==> config.mk <==
export PLATFORM = sky130hd
export DESIGN_NAME = program_loader_flat
export DESIGN_NICKNAME = d
export VERILOG_FILES = /design/src/rtl/program_loader_if.sv /design/src/rtl/program_loader.sv /design/src/flat_wrapper.sv
export SDC_FILE = /design/constraint.sdc
export NUM_CORES = 1
export LEC_CHECK = 0
export BUFFER_PORTS_ARGS = -buffer_cell sky130_fd_sc_hd__buf_2
export CORE_MARGIN = 2
export CORE_UTILIZATION = 50
export CTS_CLUSTER_SIZE = 40
export DETAILED_ROUTE_END_ITERATION = 7
export PLACE_DENSITY = 0.73
export SETUP_SLACK_MARGIN = 0.15
export SLEW_MARGIN = 15
export SYNTH_ARGS = -nofsm -noshare
export SYNTH_HDL_FRONTEND = slang
export SYNTH_SLANG_ARGS = --single-unit
==> constraint.sdc <==
create_clock -name clk -period 1.65 [get_ports clk]
set_clock_uncertainty 0.15 [all_clocks]
set_input_delay 0.2475 -clock clk [delete_from_list [all_inputs] [get_ports clk]]
set_output_delay 0.2475 -clock clk [all_outputs]
set_load 0.02 [all_outputs]
==> src/rtl/program_loader_if.sv <==
// Byte-stream and program-memory load port bundle for program_loader.
//   in_data/in_valid/in_ready : host byte source handshake (source -> loader)
//   load_enable/load_address/load_instruction : loader -> program memory writes
// master : host/memory side, slave : loader side.
interface program_loader_if #(
   parameter int ADDR_WIDTH = 8
);
   logic [7:0]            in_data;
   logic                  in_valid;
   logic                  in_ready;
   logic                  load_enable;
   logic [ADDR_WIDTH-1:0] load_address;
   logic [11:0]           load_instruction;

   modport master (
      output in_data, in_valid,
      input  in_ready,
      input  load_enable, load_address, load_instruction
   );

   modport slave (
      input  in_data, in_valid,
      output in_ready,
      output load_enable, load_address, load_instruction
   );
endinterface

==> src/rtl/program_loader.sv <==
// Boot-time program loader. Receives a framed byte stream (COUNT, N x {HI, LO},
// CHECK), writes 12-bit instructions sequentially into program memory, and
// holds the core in reset until a checksum-verified image is in place.
// Ports:
//   clk, rst      : clock, asynchronous active-low reset
//   ld            : byte stream handshake + program memory load port
//   reload        : single-cycle request for a new load (RUN/ERROR only)
//   mcu_rst       : active-high hold-reset to the core
//   done, error   : image loaded and running / load failed
//
// state   | meaning
// S_COUNT | waiting (indefinitely) for the instruction count byte
// S_HI    | waiting for the high byte of an instruction
// S_LO    | waiting for the low byte of an instruction
// S_WRITE | one-cycle memory write slot, no byte accepted
// S_CHECK | waiting for the checksum byte
// S_RUN   | image verified, core released
// S_ERROR | load failed, core held in reset
module program_loader #(
   parameter int ADDR_WIDTH = 8,
   parameter int TIMEOUT    = 65535
) (
   input  logic               clk,
   input  logic               rst,
   program_loader_if.slave    ld,
   input  logic               reload,
   output logic               mcu_rst,
   output logic               done,
   output logic               error
);
   typedef enum logic [2:0] {
      S_COUNT, S_HI, S_LO, S_WRITE, S_CHECK, S_RUN, S_ERROR
   } state_t;

   localparam int DEPTH = 1 << ADDR_WIDTH;
   localparam int TW    = (TIMEOUT < 2) ? 1 : $clog2(TIMEOUT + 1);
   localparam logic [TW-1:0] TO_LAST = (TIMEOUT == 0) ? '0 : TW'(TIMEOUT - 1);

   state_t                state_q, state_d;
   logic [ADDR_WIDTH-1:0] index_q, index_d;
   logic [ADDR_WIDTH-1:0] last_q, last_d;
   logic [3:0]            hi_q, hi_d;
   logic [7:0]            chk_q, chk_d;
   logic [TW-1:0]         cnt_q, cnt_d;
   logic                  le_q, le_d;
   logic [ADDR_WIDTH-1:0] la_q, la_d;
   logic [11:0]           li_q, li_d;

   logic accept;
   logic count_too_big;
   logic timeout_hit;

   assign accept = ld.in_valid & ld.in_ready;

   // A count larger than the memory depth can only occur for narrow memories.
   if (ADDR_WIDTH < 8) begin : g_narrow
      assign count_too_big = (ld.in_data > 8'(DEPTH));
   end else begin : g_full
      assign count_too_big = 1'b0;
   end

   // Fires on the idle cycle that would bring the count to TIMEOUT.
   assign timeout_hit = (TIMEOUT != 0) && (cnt_q == TO_LAST);

   always_ff @(posedge clk or negedge rst) begin
      if (!rst) state_q <= S_COUNT;
      else      state_q <= state_d;
   end

   always_comb begin
      state_d = state_q;
      case (state_q)
         S_COUNT: if (accept) state_d = count_too_big ? S_ERROR : S_HI;
         S_HI:    if (accept) state_d = S_LO;
                  else if (timeout_hit) state_d = S_ERROR;
         S_LO:    if (accept) state_d = S_WRITE;
                  else if (timeout_hit) state_d = S_ERROR;
         S_WRITE: state_d = (index_q == last_q) ? S_CHECK : S_HI;
         S_CHECK: if (accept) state_d = (ld.in_data == chk_q) ? S_RUN : S_ERROR;
                  else if (timeout_hit) state_d = S_ERROR;
         S_RUN, S_ERROR: if (reload) state_d = S_COUNT;
         default: state_d = S_COUNT;
      endcase
   end

   always_comb begin
      index_d = index_q;
      last_d  = last_q;
      hi_d    = hi_q;
      chk_d   = chk_q;
      cnt_d   = cnt_q;
      le_d    = 1'b0;
      la_d    = la_q;
      li_d    = li_q;
      case (state_q)
         S_COUNT: begin
            index_d = '0;
            cnt_d   = '0;
            if (accept) begin
               chk_d  = ld.in_data;
               // N = 0 yields all-ones, i.e. the last address of a full-depth image.
               last_d = ld.in_data[ADDR_WIDTH-1:0] - ADDR_WIDTH'(1);
            end
         end
         S_HI: begin
            if (accept) begin
               hi_d  = ld.in_data[3:0];
               chk_d = chk_q ^ ld.in_data;
               cnt_d = '0;
            end else begin
               cnt_d = cnt_q + TW'(1);
            end
         end
         S_LO: begin
            if (accept) begin
               chk_d = chk_q ^ ld.in_data;
               cnt_d = '0;
               le_d  = 1'b1;
               la_d  = index_q;
               li_d  = {hi_q, ld.in_data};
            end else begin
               cnt_d = cnt_q + TW'(1);
            end
         end
         S_WRITE: begin
            if (index_q != last_q) index_d = index_q + ADDR_WIDTH'(1);
         end
         S_CHECK: begin
            if (accept) cnt_d = '0;
            else        cnt_d = cnt_q + TW'(1);
         end
         default: begin
            cnt_d = '0;
            if (reload) begin
               index_d = '0;
               chk_d   = '0;
            end
         end
      endcase
   end

   always_ff @(posedge clk or negedge rst) begin
      if (!rst) begin
         index_q <= '0;
         last_q  <= '0;
         hi_q    <= '0;
         chk_q   <= '0;
         cnt_q   <= '0;
         le_q    <= 1'b0;
         la_q    <= '0;
         li_q    <= '0;
      end else begin
         index_q <= index_d;
         last_q  <= last_d;
         hi_q    <= hi_d;
         chk_q   <= chk_d;
         cnt_q   <= cnt_d;
         le_q    <= le_d;
         la_q    <= la_d;
         li_q    <= li_d;
      end
   end

   always_comb begin
      ld.in_ready         = (state_q == S_COUNT) || (state_q == S_HI) ||
                            (state_q == S_LO)    || (state_q == S_CHECK);
      ld.load_enable      = le_q;
      ld.load_address     = la_q;
      ld.load_instruction = li_q;
      mcu_rst             = (state_q != S_RUN);
      done                = (state_q == S_RUN);
      error               = (state_q == S_ERROR);
   end
endmodule
==> src/flat_wrapper.sv <==
// flat-port wrapper written by rule: the top's interface ports become plain ports
module program_loader_flat 
#(
   parameter int ADDR_WIDTH = 8,
   parameter int TIMEOUT    = 65535
)
  (clk, rst, reload, mcu_rst, done, error, ld_in_data, ld_in_valid, ld_in_ready, ld_load_enable, ld_load_address, ld_load_instruction);
  program_loader_if #(.ADDR_WIDTH(ADDR_WIDTH)) ld_i ();
  input  logic clk;
  input  logic rst;
  input  logic reload;
  output logic mcu_rst;
  output logic done;
  output logic error;
  input wire logic [$bits(ld_i.in_data)-1:0] ld_in_data;
  input wire logic [$bits(ld_i.in_valid)-1:0] ld_in_valid;
  output wire logic [$bits(ld_i.in_ready)-1:0] ld_in_ready;
  output wire logic [$bits(ld_i.load_enable)-1:0] ld_load_enable;
  output wire logic [$bits(ld_i.load_address)-1:0] ld_load_address;
  output wire logic [$bits(ld_i.load_instruction)-1:0] ld_load_instruction;
  assign ld_i.in_data = ld_in_data;
  assign ld_i.in_valid = ld_in_valid;
  assign ld_in_ready = ld_i.in_ready;
  assign ld_load_enable = ld_i.load_enable;
  assign ld_load_address = ld_i.load_address;
  assign ld_load_instruction = ld_i.load_instruction;
  program_loader #(.ADDR_WIDTH(ADDR_WIDTH), .TIMEOUT(TIMEOUT)) u_core (.clk(clk), .rst(rst), .ld(ld_i), .reload(reload), .mcu_rst(mcu_rst), .done(done), .error(error));
endmodule
==> impl_metrics.env, run 1 <==
export IMPL_io_pins=37
export IMPL_regArea_sq_um=1709
export IMPL_grt_pass1_wl_mm=15.48
export IMPL_comb_power_share_pct=54.9
export IMPL_wl_mm=10.49
export IMPL_cts_made_buffers=9
export IMPL_clk_pin_slew_worst_paths_ns=0.09
export IMPL_fmax_mhz=526.2
export IMPL_arrival_ns=2.00
export IMPL_startpoint_type="register"
export IMPL_synth_edff_count=0
export IMPL_vias_per_cell=5.744
export IMPL_fp_coreArea_sq_um=7176
export IMPL_multi_input_area_sq_um=2261
export IMPL_violations="negative setup slack"
export IMPL_grt_max_degree=69
export IMPL_syn_inst=360
export IMPL_std_cell_rows=31
export IMPL_syn_nets=376
export IMPL_cp_data_required_time_ns=1.75
export IMPL_synth_avg_cell_area_sq_um=10.17
export IMPL_critPathMaxFanout=6
export IMPL_yosysWarnings=0
export IMPL_finalNonFillerCells=567
export IMPL_placed_cells=521
export IMPL_rsz0062_at_grt="yes"
export IMPL_drc=0
export IMPL_worst_setup_path_end_kind="register"
export IMPL_detail_route_antenna_nets=0
export IMPL_ys_flop_type="dfrtp_1"
export IMPL_switching_share_pct=40.17
export IMPL_final_setup_tns_ns=-9.441
export IMPL_htree_levels=3
export IMPL_layout_drive_gt1_share_pct=49.57
export IMPL_area_delta_synth_final_pct=42.62
export IMPL_power_density_nw_per_um2=1790
export IMPL_ys_async_sr_fraction_pct=100.0
export IMPL_layout_common_cells="dfrtp_1, buf_4, buf_2, nor2_1, mux2_4"
export IMPL_syn_cell_area_sq_um=3661
export IMPL_routabilityCongestion=0.8317
export IMPL_cts_max_path_buffers=2
export IMPL_p_int_mw=5.592
export IMPL_fp_dieH_um=89.57
export IMPL_utilization_pct=72.76
export IMPL_antenna_found_initial=0
export IMPL_fill_cells=480
export IMPL_worst_slew_pin_slew_ns=0.4085
export IMPL_grt_overflow=0
export IMPL_vias=3257
export IMPL_fin_ws_ns=-0.2505
export IMPL_p_switching_mw=3.755
export IMPL_nNetsFinal=479
export IMPL_clock_sinks=68
export IMPL_pwr_share_clk_pct=15.8
export IMPL_ys_ff_latch=68
export IMPL_drv_cap=0
export IMPL_final_common_cell="dfrtp_1"
export IMPL_status="finished with violations"
export IMPL_relSlewSlack_pct=72.77
export IMPL_clkLatencyLatePin_ns=0.36
export IMPL_hold_viol_final=0
export IMPL_drt_iter0_drc=222
export IMPL_cts_tree="done"
export IMPL_p_leak_nw=2.335
export IMPL_vdd_ir_drop_max_uv=1104
export IMPL_die_area_sq_um=8023
export IMPL_dpl_hpwl_mm=5.698
export IMPL_pwr_share_seq_pct=29.3
export IMPL_worstSetupPathType="register to register"
export IMPL_first_pass_iters=5
export IMPL_port_buffers=36
export IMPL_grt_pass1_vias=3080
export IMPL_worst_hold_slack_ns=0.08199
export IMPL_setup_viol=69
export IMPL_start_util_pct=51.02
export IMPL_seq_area_frac_synth_pct=46.48
export IMPL_fin_crit_sh_pct=115.2
export IMPL_maxSlewViolCount=0
export IMPL_antennaDiodeCount=0
export IMPL_wl_per_cell_um=18.50
export IMPL_synth_cell_type_count=51
export IMPL_hold_path_class="input port to register"
export IMPL_timing_final_crit_period_ns=1.901
export IMPL_die_x_um=89.57
export IMPL_cts_root_buf="clkbuf_8"
export IMPL_grtUsageTotal_pct=25.56
Yosys cell counts, types with 2 or more instances:
cell type	number	share of area, %
mux2_2	25	7.7
ha_1	4	1.4
nor3_1	6	0.82
buf_4	5	1.0
o31ai_1	5	1.0
xnor2_1	21	5.0
clkbuf_1	4	0.41
o21ai_1	2	0.27
inv_1	8	0.82
a21o_1	3	0.62
nand3_1	13	1.8
nand4_1	8	1.4
nand2_1	25	2.6
nor2b_1	6	1.0
a31oi_1	10	1.7
nor2_1	38	3.9
and3_2	2	0.41
nor4_1	3	0.51
nor3_4	2	0.89
a22oi_1	5	1.0
buf_6	3	0.92
dfrtp_1	68	46
a21oi_1	16	2.2
nand2b_1	2	0.34
o21ai_0	20	2.7
and3_1	5	0.85
buf_2	9	1.2
and4_1	2	0.48
xor2_1	14	3.3
a32o_1	4	1.1
a2bb2oi_1	2	0.48
layout make-up:
cell class / count / share of cell area, %
Tap cell: 99 / 2.372
Clock inverter: 7 / 1.582
Inverter: 9 / 0.6949
Multi-Input combinational cell: 266 / 43.30
Sequential cell: 68 / 32.73
Timing Repair Buffer: 109 / 16.94
Clock buffer: 9 / 2.372
timing repair:
item | in CTS | in global routing
setup buffers | 13 | 10
hold buffers | 1 | 0
endpoints found under the setup margin | 69 | 71
pin swaps | 25 | 24
gates resized for setup | 85 | 43
cloned | 5 | 1
hold endpoints to repair | 68 | 0
path summary, 6_finish.rpt:
kind	startpoint	end	slack, ns	cells past startpoint
worst max-delay path	u_core.state_q[1]	u_core.last_q[0]	-0.25	6
worst min-delay path	ld_in_data[1]	u_core.ld.load_instruction[1]	0.08	2
worst max register to register	u_core.state_q[1]	u_core.last_q[0]	-0.25	6
worst min register to register	u_core.ld.load_address[3]	u_core.ld.load_address[3]	0.36	1
max in group asynchronous	rst	u_core.index_q[1]	0.76	3
min in group asynchronous	rst	u_core.state_q[1]	0.29	3
flip-flops by register name (all words and copies together) (netlist names):
signal,cells
u_core.index_q,8
u_core.ld.load_address,8
u_core.cnt_q,16
u_core.state_q,3
u_core.last_q,8
u_core.ld.load_instruction,12
u_core.chk_q,8
u_core.ld.load_enable,1
u_core.hi_q,4
metrics by stage:
stage	power (mW)	area (sq um)	worst slack [ns]
after global routing	9.823	5221	-0.3194
after global placement	6.109	4275	-0.05902
after floorplan	5.055	3731	0.1093
after CTS	8.642	4937	-0.2083
after detailed placement	6.230	4275	-0.09230
final	9.348	5221	-0.2505
cells by family after synthesis:
group / share of synthesized area (%)
and+or+nand+nor: 17.67
AOI/OAI and AO/OA: 13.91
DFF: 46.48
xor gates and xnor gates: 8.373
buffers and inverters: 4.511
muxes: 7.690
adders and majority gates: 1.367
critical path: stages (launching register included):
cell	delay, ns
dfrtp_2	0.44
buf_6	0.12
buf_6	0.11
buf_12	0.13
nand2b_4	0.17
nor3_4	0.33
mux2_4	0.33
metal layers:
layer	up-vias	share of wire (%)	global-route usage [%]
met5	-	0	0
met4	0	2.5	8.141
met3	28	4.8	4.479
met2	119	51	41.31
met1	1615	42	35.14
li1	1495	-	-
power groups by stage:
| stage | registers, mW | logic (mW) | clock network [mW] |
|---|---|---|---|
| global placement | 2.68 | 3.43 | 0 |
| detailed placement | 2.71 | 3.52 | 0 |
| global route | 2.80 | 5.47 | 1.55 |
| floorplan | 2.91 | 2.14 | 0 |
| finish | 2.74 | 5.13 | 1.48 |
| CTS | 2.69 | 4.47 | 1.48 |
(Power assumes the default switching activity.)
==> run 2: changes to the inputs <==
- clock period: 1.65 -> 1.72 ns (I/O delays scaled with it)
==> impl_metrics.env, run 2 (synthesized netlist as in run 1, its figures left out) <==
export IMPL_status="finished with violations"
export IMPL_violations="negative setup slack"
export IMPL_wl_mm=10.09
export IMPL_fp_dieH_um=89.57
export IMPL_start_util_pct=51.02
export IMPL_reg2reg_depth=6
export IMPL_std_cell_rows=31
export IMPL_port_buffers=36
export IMPL_grt_max_degree=69
export IMPL_fp_coreArea_sq_um=7176
export IMPL_hold_path_class="input port to register"
export IMPL_maxSlewViolCount=0
export IMPL_cp_data_required_time_ns=1.86
export IMPL_whs_path_depth=2
export IMPL_layout_drive_gt1_share_pct=46.41
export IMPL_utilization_pct=70.36
export IMPL_rsz0062_at_grt="yes"
export IMPL_vias_per_cell=5.713
export IMPL_cp_num_cells=6
export IMPL_htree_levels=3
export IMPL_first_pass_iters=4
export IMPL_cts_made_buffers=9
export IMPL_fin_ws_ns=-0.09849
export IMPL_grt_pass1_wl_mm=15.37
export IMPL_critPathMaxStageDelay_ns=0.42
export IMPL_worstSetupPathType="register to register"
export IMPL_antennaDiodeCount=0
export IMPL_drc=0
export IMPL_power_density_nw_per_um2=1709
export IMPL_nNetsFinal=470
export IMPL_antenna_found_initial=0
export IMPL_top_register="u_core.cnt_q"
export IMPL_arrival_ns=1.95
export IMPL_setup_viol=27
export IMPL_drt_iter0_drc=230
export IMPL_cts_root_buf="clkbuf_8"
export IMPL_path_delay_family="simple AND/OR/NAND/NOR gates"
export IMPL_vdd_ir_drop_max_uv=996.6
export IMPL_fin_crit_sh_pct=105.7
export IMPL_place_area_sq_um=4148
export IMPL_fmax_mhz=549.9
export IMPL_p_leak_nw=2.270
export IMPL_grt_overflow=0
export IMPL_critical_path_cell_chain="xnor2_1, nand4_1, buf_4, or2_4, o32a_1, nand2_1"
export IMPL_final_common_cell="dfrtp_1"
export IMPL_grtUsageTotal_pct=25.36
export IMPL_relSlewSlack_pct=69.36
export IMPL_timing_final_crit_period_ns=1.818
export IMPL_clock_sinks=68
export IMPL_crit_path_top_delay_cell="dfrtp_1"
export IMPL_routabilityCongestion=0.8174
export IMPL_design_area_sq_um=5049
export IMPL_worst_hold_slack_ns=0.07691
export IMPL_dpl_hpwl_mm=5.575
export IMPL_io_pins=37
export IMPL_worst_slew_pin_slew_ns=0.4596
export IMPL_startpoint_type="register"
export IMPL_vias=3188
export IMPL_detail_route_antenna_nets=0
export IMPL_grt_pass1_vias=3135
export IMPL_critPathMaxFanout=6
export IMPL_cts_tree="done"
export IMPL_area_delta_synth_final_pct=37.90
export IMPL_die_x_um=89.57
export IMPL_crit_buf_inv=1
export IMPL_worst_setup_path_end_kind="register"
export IMPL_finalPower_mw=8.630
export IMPL_die_area_sq_um=8023
export IMPL_drv_cap=0
export IMPL_cts_max_path_buffers=2
export IMPL_largest_reg_flops=16
export IMPL_hold_viol_final=0
export IMPL_clkLatencyLatePin_ns=0.36
export IMPL_wl_per_cell_um=18.08
export IMPL_clk_pin_slew_worst_paths_ns=0.09
export IMPL_layout_common_cells="dfrtp_1, buf_4, nor2_1, buf_2, mux2_4"
## run 2: cell count changes in the layout (fill, tap and decap cells not counted), moves of 3 or more
cell	previous run	this run
buf_4	52	46
nand2_1	17	22
nand2_2	7	3
nand3_1	7	11
nand3_2	6	2
a31oi_4	5	2
nor3_1	5	2
o31ai_1	1	4
o31ai_2	4	1
## run 2: path summary, 6_finish.rpt
kind                                                start                        endpoint  slack (ns)
hold reg to reg            u_core.ld.load_instruction[10]  u_core.ld.load_instruction[10]        0.36
hold / removal                              ld_in_data[7]   u_core.ld.load_instruction[7]        0.08
setup / recovery                         u_core.last_q[4]               u_core.state_q[2]        -0.1
min in group asynchronous                             rst                 u_core.cnt_q[5]        0.28
max in group asynchronous                             rst               u_core.state_q[1]        0.80
setup reg to reg                         u_core.last_q[4]               u_core.state_q[2]        -0.1
## run 2: metal layers
layer / vias up / GRT usage [%] / wire length (um)
met4: 0 / 13.16 / 250
met2: 96 / 40.78 / 5018
li1: 1471 / - / -
met5: - / 0 / 0
met3: 21 / 4.113 / 426
met1: 1600 / 33.10 / 4393
## run 2: area by class of cell
type                    instances  area (sq um)
well taps                      99         123.9
clock buffers                   9         123.9
clock inverters                 7         82.58
repair buffers                100         790.8
inverters                       9         36.28
flip-flops and latches         68          1708
fillers                       482          2127
multi-input cells             266          2183
## run 2: where the power goes
group / internal [mW] / switching [mW]
sequential: 2.16 / 0.453
clock: 0.695 / 0.736
combinational: 2.35 / 2.24
## run 2: per-stage QoR
| stage | setup slack, ns | instances | TNS, ns |
|---|---|---|---|
| after floorplan | 0.1427 | 360 | 0 |
| after global placement | 0.007559 | 508 | 0 |
| after detailed placement | -0.04173 | 508 | -0.1607 |
| after CTS | -0.05117 | 549 | -0.5775 |
| after global routing | -0.1670 | 558 | -3.779 |
| final | -0.09849 | 558 | -1.302 |
## run 2: repair_timing
item                                    in CTS  in global routing
endpoints found under the setup margin      66                 71
buffers inserted                            19                  9
hold buffers                                 1                  0
gates cloned                                 5                  0
pin swaps                                   14                 23
gates resized for setup                     73                 48
endpoints found under the hold margin       68                  0
